==> src/rtl/event_tx_queue.sv <==
// event_tx_queue: latches seven event sources, arbitrates one per cycle by
// fixed priority into the 8-bit message format, and queues the bytes in a
// first-word-fall-through FIFO drained over a valid/ready handshake.
module event_tx_queue #(
  parameter int DEPTH   = 8,
  parameter int PIECE_W = 5
) (
  input  logic                       clk,
  input  logic                       reset,
  input  logic                       user_turn_done,
  input  logic                       draw,
  input  logic                       resign,
  input  logic                       movement_done,
  input  logic                       sending_scan_left,
  input  logic                       sending_scan_right,
  input  logic                       new_game,
  input  logic [PIECE_W-1:0]         pieces,
  input  logic [2:0]                 black_setting,
  input  logic [2:0]                 white_setting,
  output logic [7:0]                 tx_data,
  output logic                       tx_valid,
  input  logic                       tx_ready,
  output logic [$clog2(DEPTH+1)-1:0] fifo_count,
  output logic                       overrun,
  input  logic                       clear_overrun
);

  localparam int PTR_W = $clog2(DEPTH);
  localparam int CNT_W = $clog2(DEPTH+1);
  localparam logic [CNT_W-1:0] FULL_CNT = CNT_W'(DEPTH);

  // Source index doubles as priority: bit 0 is the highest.
  localparam int SRC_TURN  = 0;
  localparam int SRC_DRAW  = 1;
  localparam int SRC_RESGN = 2;
  localparam int SRC_MOVE  = 3;
  localparam int SRC_SCANL = 4;
  localparam int SRC_SCANR = 5;
  localparam int SRC_NEWG  = 6;

  logic [6:0]       pulse;
  logic [6:0]       pending_q, pending_d;
  logic [6:0]       grant;
  logic [6:0]       discard;
  logic [6:0]       capture;
  logic [4:0]       scan_left_q, scan_right_q;
  logic [5:0]       settings_q;
  logic             overrun_q, overrun_d;
  logic [7:0]       push_byte;
  logic             push, pop;
  logic [PTR_W-1:0] wr_ptr_q, rd_ptr_q;
  logic [CNT_W-1:0] count_q, count_d;
  logic [7:0]       mem [DEPTH];

  assign pulse = {new_game, sending_scan_right, sending_scan_left,
                  movement_done, resign, draw, user_turn_done};

  // Isolate the lowest set pending bit; nothing is granted while the FIFO is full.
  assign grant = (count_q < FULL_CNT) ? (pending_q & (~pending_q + 7'd1)) : 7'd0;
  assign push  = |grant;
  assign pop   = (count_q != '0) && tx_ready;

  // A pulse on an idle or just-granted source is accepted; otherwise it is lost.
  assign capture = pulse & (~pending_q | grant);
  assign discard = pulse & pending_q & ~grant;

  // Next-state for pending bits, overrun and occupancy.
  always_comb begin
    pending_d = (pending_q & ~grant) | pulse;
    overrun_d = (overrun_q & ~clear_overrun) | (|discard);
    count_d   = count_q;
    if (push && !pop) count_d = count_q + 1'b1;
    else if (!push && pop) count_d = count_q - 1'b1;
  end

  // Encode the granted source into its message byte.
  // NOTE: every output of a combinational block gets a default first, so no
  // path leaves it unassigned and no latch is inferred.
  always_comb begin
    push_byte = 8'h00;
    if (grant[SRC_TURN])       push_byte = 8'h00;
    else if (grant[SRC_DRAW])  push_byte = 8'h10;
    else if (grant[SRC_RESGN]) push_byte = 8'h20;
    else if (grant[SRC_MOVE])  push_byte = 8'h40;
    else if (grant[SRC_SCANL]) push_byte = {3'b101, scan_left_q};
    else if (grant[SRC_SCANR]) push_byte = {3'b100, scan_right_q};
    else if (grant[SRC_NEWG])  push_byte = {2'b11, settings_q};
  end

  // Control state: pending latches, payloads, overrun and FIFO pointers.
  // NOTE: sequential state uses non-blocking assignments so every register
  // samples the pre-edge values regardless of statement order.
  always_ff @(posedge clk) begin
    if (reset) begin
      pending_q    <= '0;
      scan_left_q  <= '0;
      scan_right_q <= '0;
      settings_q   <= '0;
      overrun_q    <= 1'b0;
      wr_ptr_q     <= '0;
      rd_ptr_q     <= '0;
      count_q      <= '0;
    end else begin
      pending_q <= pending_d;
      overrun_q <= overrun_d;
      count_q   <= count_d;
      if (capture[SRC_SCANL]) scan_left_q  <= 5'(pieces);
      if (capture[SRC_SCANR]) scan_right_q <= 5'(pieces);
      if (capture[SRC_NEWG])  settings_q   <= {black_setting, white_setting};
      if (push) wr_ptr_q <= wr_ptr_q + 1'b1;
      if (pop)  rd_ptr_q <= rd_ptr_q + 1'b1;
    end
  end

  // FIFO storage write port.
  // NOTE: the storage array has no reset; entries are only read while the
  // count says they were written, and tx_data is forced to 0 when empty.
  always_ff @(posedge clk) begin
    if (push) mem[wr_ptr_q] <= push_byte;
  end

  assign tx_valid   = (count_q != '0);
  assign tx_data    = tx_valid ? mem[rd_ptr_q] : 8'h00;
  assign fifo_count = count_q;
  assign overrun    = overrun_q;

endmodule

==> config.mk <==
export PLATFORM = sky130hd
export DESIGN_NAME = event_tx_queue
export DESIGN_NICKNAME = d
export VERILOG_FILES = /design/src/rtl/event_tx_queue.sv
export SDC_FILE = /design/constraint.sdc
export NUM_CORES = 1
export LEC_CHECK = 0
export BUFFER_PORTS_ARGS = -buffer_cell sky130_fd_sc_hd__clkbuf_2
export CORE_ASPECT_RATIO = 0.8
export CORE_UTILIZATION = 45
export DETAILED_ROUTE_END_ITERATION = 7
export PLACE_DENSITY = 0.71
export SYNTH_ARGS = -nofsm -noshare
export SYNTH_HDL_FRONTEND = slang
export SYNTH_SLANG_ARGS = --single-unit
==> constraint.sdc <==
create_clock -name clk -period 3.46 [get_ports clk]
set_clock_uncertainty 0.15 [all_clocks]
set_input_delay 0.173 -clock clk [delete_from_list [all_inputs] [get_ports clk]]
set_output_delay 0.173 -clock clk [all_outputs]
set_load 0.05 [all_outputs]
# == After elaboration in Yosys (flattened, before gate mapping) ==
# Memory sizes are Yosys's and may differ from the RTL's. A register that Yosys moved wholly into a read port is not among the register bits.
# Cells that the tools add are included.
# totals
ff_bits,34
mem_bits_rw,64
output_inout_bits,14
mem_count,1
# classes
add_sub_neg,5
order_cmp,1
n_mux,15
bitwise,12
n_reduce_logical,9
# memory_table
name,depth,word_bits,read_ports,rd_ports_with_merged_regs,write_ports,line_no,source
mem,8,8,1,1,1,53,logic [7:0] mem [DEPTH];
# ops
operator,n
two-way mux 8 bit,8
AND 7 bit,5
inverter 7 bit,2
OR 7 bit,2
OR reduction 7 bit,2
two-way mux 4 bit,2
"adder 7 x 1 -> 7 bit, second input constant",1
two-way mux 7 bit,1
"adder 3 x 1 -> 3 bit, second input constant",2
two-way mux 3 bit,2
"adder 4 x 1 -> 4 bit, second input constant",1
"less-than comparator 4 bit, second input constant",1
nonzero test 4 bit,1
"subtractor 4 x 1 -> 4 bit, second input constant",1
logical AND 1 bit,3
zero test 1 bit,2
two-way mux 1 bit,2
nonzero test 2 bit,1
AND 1 bit,1
inverter 1 bit,1
OR 1 bit,1

# == Longest topological paths before layout ==
# logic_depth
depth_word,11
depth_mapped,11
mapped_depth_nobuf,10

# == Worst setup path before layout ==
# Ideal clock, no wire load.
# synth_timing
kind,register to register
from,"reg count_q[0], in the netlist fifo_count[0]"
to,"reg count_q[3], in the netlist fifo_count[3]"
arrival_time_ns,2.973
t_required_ns,3.189
setup_slack_ns,0.216
stages_incl_launch_ff,11
cell_sequence,dfxtp_1 > nor4_4 > inv_1 > nand2_1 > ha_1 > inv_1 > ha_1 > a21o_1 > a21oi_1 > mux2i_1 > mux2_2
# synth_rtl
element,line_no,source
from (decl),52,"logic [CNT_W-1:0] count_q, count_d;"
from (signal assigned),106,count_q <= count_d;
nonzero test 4 bit (*),-,
named net tx_valid,21,"output logic tx_valid,"
logical AND 1 bit (*),61,assign pop = (count_q != '0) && tx_ready;
zero test 1 bit,72,if (push && !pop) count_d = count_q + 1'b1;
logical AND 1 bit,72,
two-way mux 4 bit or nonzero test 2 bit (tied branches),-,
# The timed path passes the listed nets; every way through them passes the cells marked *. The select of a mux whose other input is x is not followed.
# A chain may end at the register's enable or synchronous reset.

# == Worst setup path after layout ==
# layout_timing
from,reg pending_q[4]
to,"reg count_q[3], in the netlist fifo_count[3]"
# layout_via
elab_chain_len,8
# layout_lines
element,line_no,source
from (decl),42,"logic [6:0] pending_q, pending_d;"
from (signal assigned),104,pending_q <= pending_d;
inverter 7 bit,59,assign grant = (count_q < FULL_CNT) ? (pending_q & (~pending_q + 7'd1)) : 7'd0;
adder 7 x 1 -> 7 bit,59,
AND 7 bit (*),59,
two-way mux 7 bit (*),59,
OR reduction 7 bit (*),60,assign push = |grant;
named net push,50,"logic push, pop;"
zero test 1 bit,73,else if (!push && pop) count_d = count_q - 1'b1;
logical AND 1 bit,73,
nonzero test 2 bit (no line),-,
# The timed path passes the listed nets; every way through them passes the cells marked *.

==> insert_results.sql <==
INSERT INTO impl_metrics (metric_group, metric, value, unit) VALUES
('status', 'outcome', 'finished with violations', ''),
('status', 'failing_checks', 'design-rule violations', ''),
('routing', 'final_antenna_violating_net_count', '0', ''),
('yosys', 'ys_types', '42', ''),
('power', 'power.density_cell_area', '762.0', 'nW/um^2'),
('grt', 'grt_max_degree', '43', ''),
('routing', 'post-route-drc-count', '6', ''),
('die', 'pin_count', '36', ''),
('finish', 'footprint_of_the_multi_input_gates', '1511', 'sq um'),
('yosys', 'synth-async-reset-ratio', '0', '%'),
('finish', 'final_net_count', '404', ''),
('critical_path', 'required', '3.54', 'ns'),
('clocking', 'cts_tree', 'yes', ''),
('clocking', 'cts_inserted_buffers', '9', ''),
('min_path', 'worst_hold_startpoint', 'sending_scan_left', ''),
('die', 'die_w', '111.2', 'um'),
('sta', 'min_period_over_period', '86.56', '%'),
('sta', 'grt_setup_unrepaired', 'false', ''),
('finish', 'insertedDiodeCount', '0', ''),
('critical_path', 'critical_path_cell_list', 'nor4_4 -> a21o_1 -> inv_1 -> ha_1 -> inv_1 -> ha_1 -> a21o_1 -> a21oi_1 -> mux2i_1 -> mux2_2', ''),
('min_path', 'worst_hold_path.num_cells', '3', ''),
('critical_path', 'reg2reg_from', 'pending_q[4]', ''),
('critical_path', 'r2r_setup_slack', '0.47', 'ns'),
('critical_path', 'worst_r2r_path_depth', '10', ''),
('grt', 'track_usage', '18.17', '%'),
('die', 'design.core.area', '9154', 'sq um'),
('yosys', 'synthesized_netlist_net_count', '348', ''),
('placed_design', 'place_hpwl', '5635', 'um'),
('placed_design', 'place_worst_setup_slack', '0.5025', 'ns'),
('clocking', 'clk-insertion-delay-late', '0.34', 'ns'),
('sta', 'finalHoldViolCount', '0', ''),
('die', 'die_height', '89.34', 'um'),
('power', 'total_leakage_power', '1.849', 'nW'),
('sta', 'final_critical_path_setup_slack', '0.4652', 'ns'),
('yosys', 'synthesis.area', '4290', 'sq um'),
('power', 'power_frac_clock', '23.6', '%'),
('clocking', 'post_cts_resize_count', '0', ''),
('yosys', 'yosys_warnings', '0', ''),
('critical_path', 'critical_path.reg2reg.endpoint', 'fifo_count[3]', ''),
('finish', 'final.fill_count', '774', ''),
('yosys', 'yosysTopAreaCell', 'sky130_fd_sc_hd__edfxtp_1', ''),
('routing', 'drt_pre_antenna_iters', '6', ''),
('flow_run', 'max_cap_viols', '0', ''),
('routing', 'drt_iter0_markers', '151', ''),
('clocking', 'cts-htree-levels', '3', ''),
('power', 'p_comb_share', '33.5', '%'),
('grt', 'grt-ovfl-total', '0', ''),
('critical_path', 'critical_path_cell_with_the_highest_stage_delay', 'sky130_fd_sc_hd__nor4_4', ''),
('clocking', 'clkTransAtPathRegs', '0.07', 'ns'),
('yosys', 'synth_sequential_area_ratio', '62.06', '%'),
('critical_path', 'critical_path_arrival', '3.08', 'ns'),
('clocking', 'clockBufferDepth', '2', ''),
('yosys', 'synth_enable_flop_cells', '64', ''),
('routing', 'wire_per_inst', '16.56', 'um'),
('power', 'p_sw_share', '35.60', '%'),
('finish', 'layout-drive-gt1-share', '21.78', '%'),
('yosys', 'synthFlopType', 'sky130_fd_sc_hd__edfxtp_1', ''),
('die', 'start_util', '46.87', '%'),
('min_path', 'worst_hold_path_type', 'primary input to flip-flop', ''),
('power', 'p_sw', '1.369', 'mW'),
('yosys', 'post-synth-top-count-cell', 'sky130_fd_sc_hd__edfxtp_1', ''),
('grt', 'antenna_found_initial', '0', ''),
('critical_path', 'criticalPathCategory', 'flip-flop to flip-flop', ''),
('critical_path', 'critPathMaxStageDelay', '0.44', 'ns'),
('yosys', 'synthesis.instances', '320', ''),
('sta', 'time_the_worst_path_needs_with_i_o_delays_and_setup', '2.995', 'ns'),
('placed_design', 'dpl-instance-area', '4609', 'sq um'),
('sta', 'max-slew-margin-rel', '31.27', '%'),
('power', 'irDropWorstVdd', '0.2778', 'mV'),
('finish', 'area_delta_synth_final', '17.64', '%'),
('sta', 'finalSetupTns', '0', 'ns');
-- metrics by stage --
stage	hold WS (ns)	util, %	std cells
finish	0.02536	55.14	496
global route	0.04047	55.14	496
CTS	0.01063	55.14	496
detailed placement	0.2547	50.36	463
global placement	0.2466	50.36	463
floorplan	0.1404	-	320
-- how the worst max path moves through the flow --
stage                               end  depth (start not counted)  slack (ns)          start
after floorplan           fifo_count[3]                         10        0.22  fifo_count[0]
after global placement    fifo_count[3]                         10        0.58   pending_q[4]
after detailed placement  fifo_count[3]                         10        0.50   pending_q[4]
after CTS                 fifo_count[3]                         10        0.47   pending_q[4]
after global routing      fifo_count[3]                         10        0.28   pending_q[1]
final                     fifo_count[3]                         10        0.47   pending_q[4]
-- power groups by stage --
stage          clock (mW)  sequential, mW  combinational, mW
4_1_cts             0.927            1.65               1.31
2_1_floorplan           0            1.66              0.979
3_5_place_dp            0            1.68               1.29
5_1_grt             0.970            1.68               1.40
3_3_place_gp            0            1.67               1.26
6_report            0.907            1.65               1.29
-- critical path, delay by kind of cell (launching register included) --
kind,cells,cell delay (ns)
buf+inv,2,0.27
simple gates,1,0.44
compound gates,3,0.59
flops,1,0.38
mux,2,0.56
fa+ha+maj,2,0.49
-- layout make-up --
| cell class | instances | area share [%] |
|---|---|---|
| Clock buffer | 10 | 4.536 |
| Clock inverter | 6 | 0.7685 |
| Inverter | 13 | 0.9668 |
| Multi-Input combinational cell | 190 | 29.95 |
| Sequential cell | 101 | 52.75 |
| Tap cell | 115 | 2.851 |
| Timing Repair Buffer | 61 | 8.180 |
-- registers in the layout, summed over array words and instances (netlist names), named ones only --
register / count
scan_left_q: 5
fifo_count: 4
mem: 64
settings_q: 6
scan_right_q: 5
overrun: 1
pending_q: 7
rd_ptr_q: 3
wr_ptr_q: 3
-- cell usage in the layout (no fill, tap or decap), types with 6 or more instances in the layout --
cell type                        n
sky130_fd_sc_hd__nand3_1        13
sky130_fd_sc_hd__inv_1          13
sky130_fd_sc_hd__edfxtp_1       64
sky130_fd_sc_hd__dfxtp_1        37
sky130_fd_sc_hd__mux4_2         16
sky130_fd_sc_hd__nor2_1         29
sky130_fd_sc_hd__a21oi_1        22
sky130_fd_sc_hd__mux2i_1        16
sky130_fd_sc_hd__buf_4           9
sky130_fd_sc_hd__dlygate4sd3_1  17
sky130_fd_sc_hd__clkbuf_16       9
sky130_fd_sc_hd__nand2b_1       13
sky130_fd_sc_hd__o21ai_0        17
sky130_fd_sc_hd__nor3_1          6
sky130_fd_sc_hd__nand2_1         7
sky130_fd_sc_hd__clkbuf_2       35
-- logic make-up after synthesis --
kind of cell | after synthesis | share of synthesized area [%]
fa+ha+maj | 6 | 1.925
buf+inv | 29 | 2.712
xor+xnor | 6 | 1.225
mux | 33 | 12.39
simple gates | 85 | 10.67
compound gates | 60 | 9.011
flops | 101 | 62.06
-- layer usage --
layer | track usage, % | vias to the layer above | part of all wire (%)
met1 | 22.87 | 1315 | 46
met4 | 4.914 | 0 | 0.89
met5 | 0 | - | 0
met2 | 31.87 | 59 | 49
li1 | - | 1304 | -
met3 | 4.542 | 10 | 4.6
-- repair_timing --
| item | 4_1_cts | 5_1_grt |
|---|---|---|
| endpoints found under the hold margin | 23 | 0 |
| setup buffers | 0 | 0 |
| hold buffers | 17 | 0 |
Power figures use the tool's default switching activity.
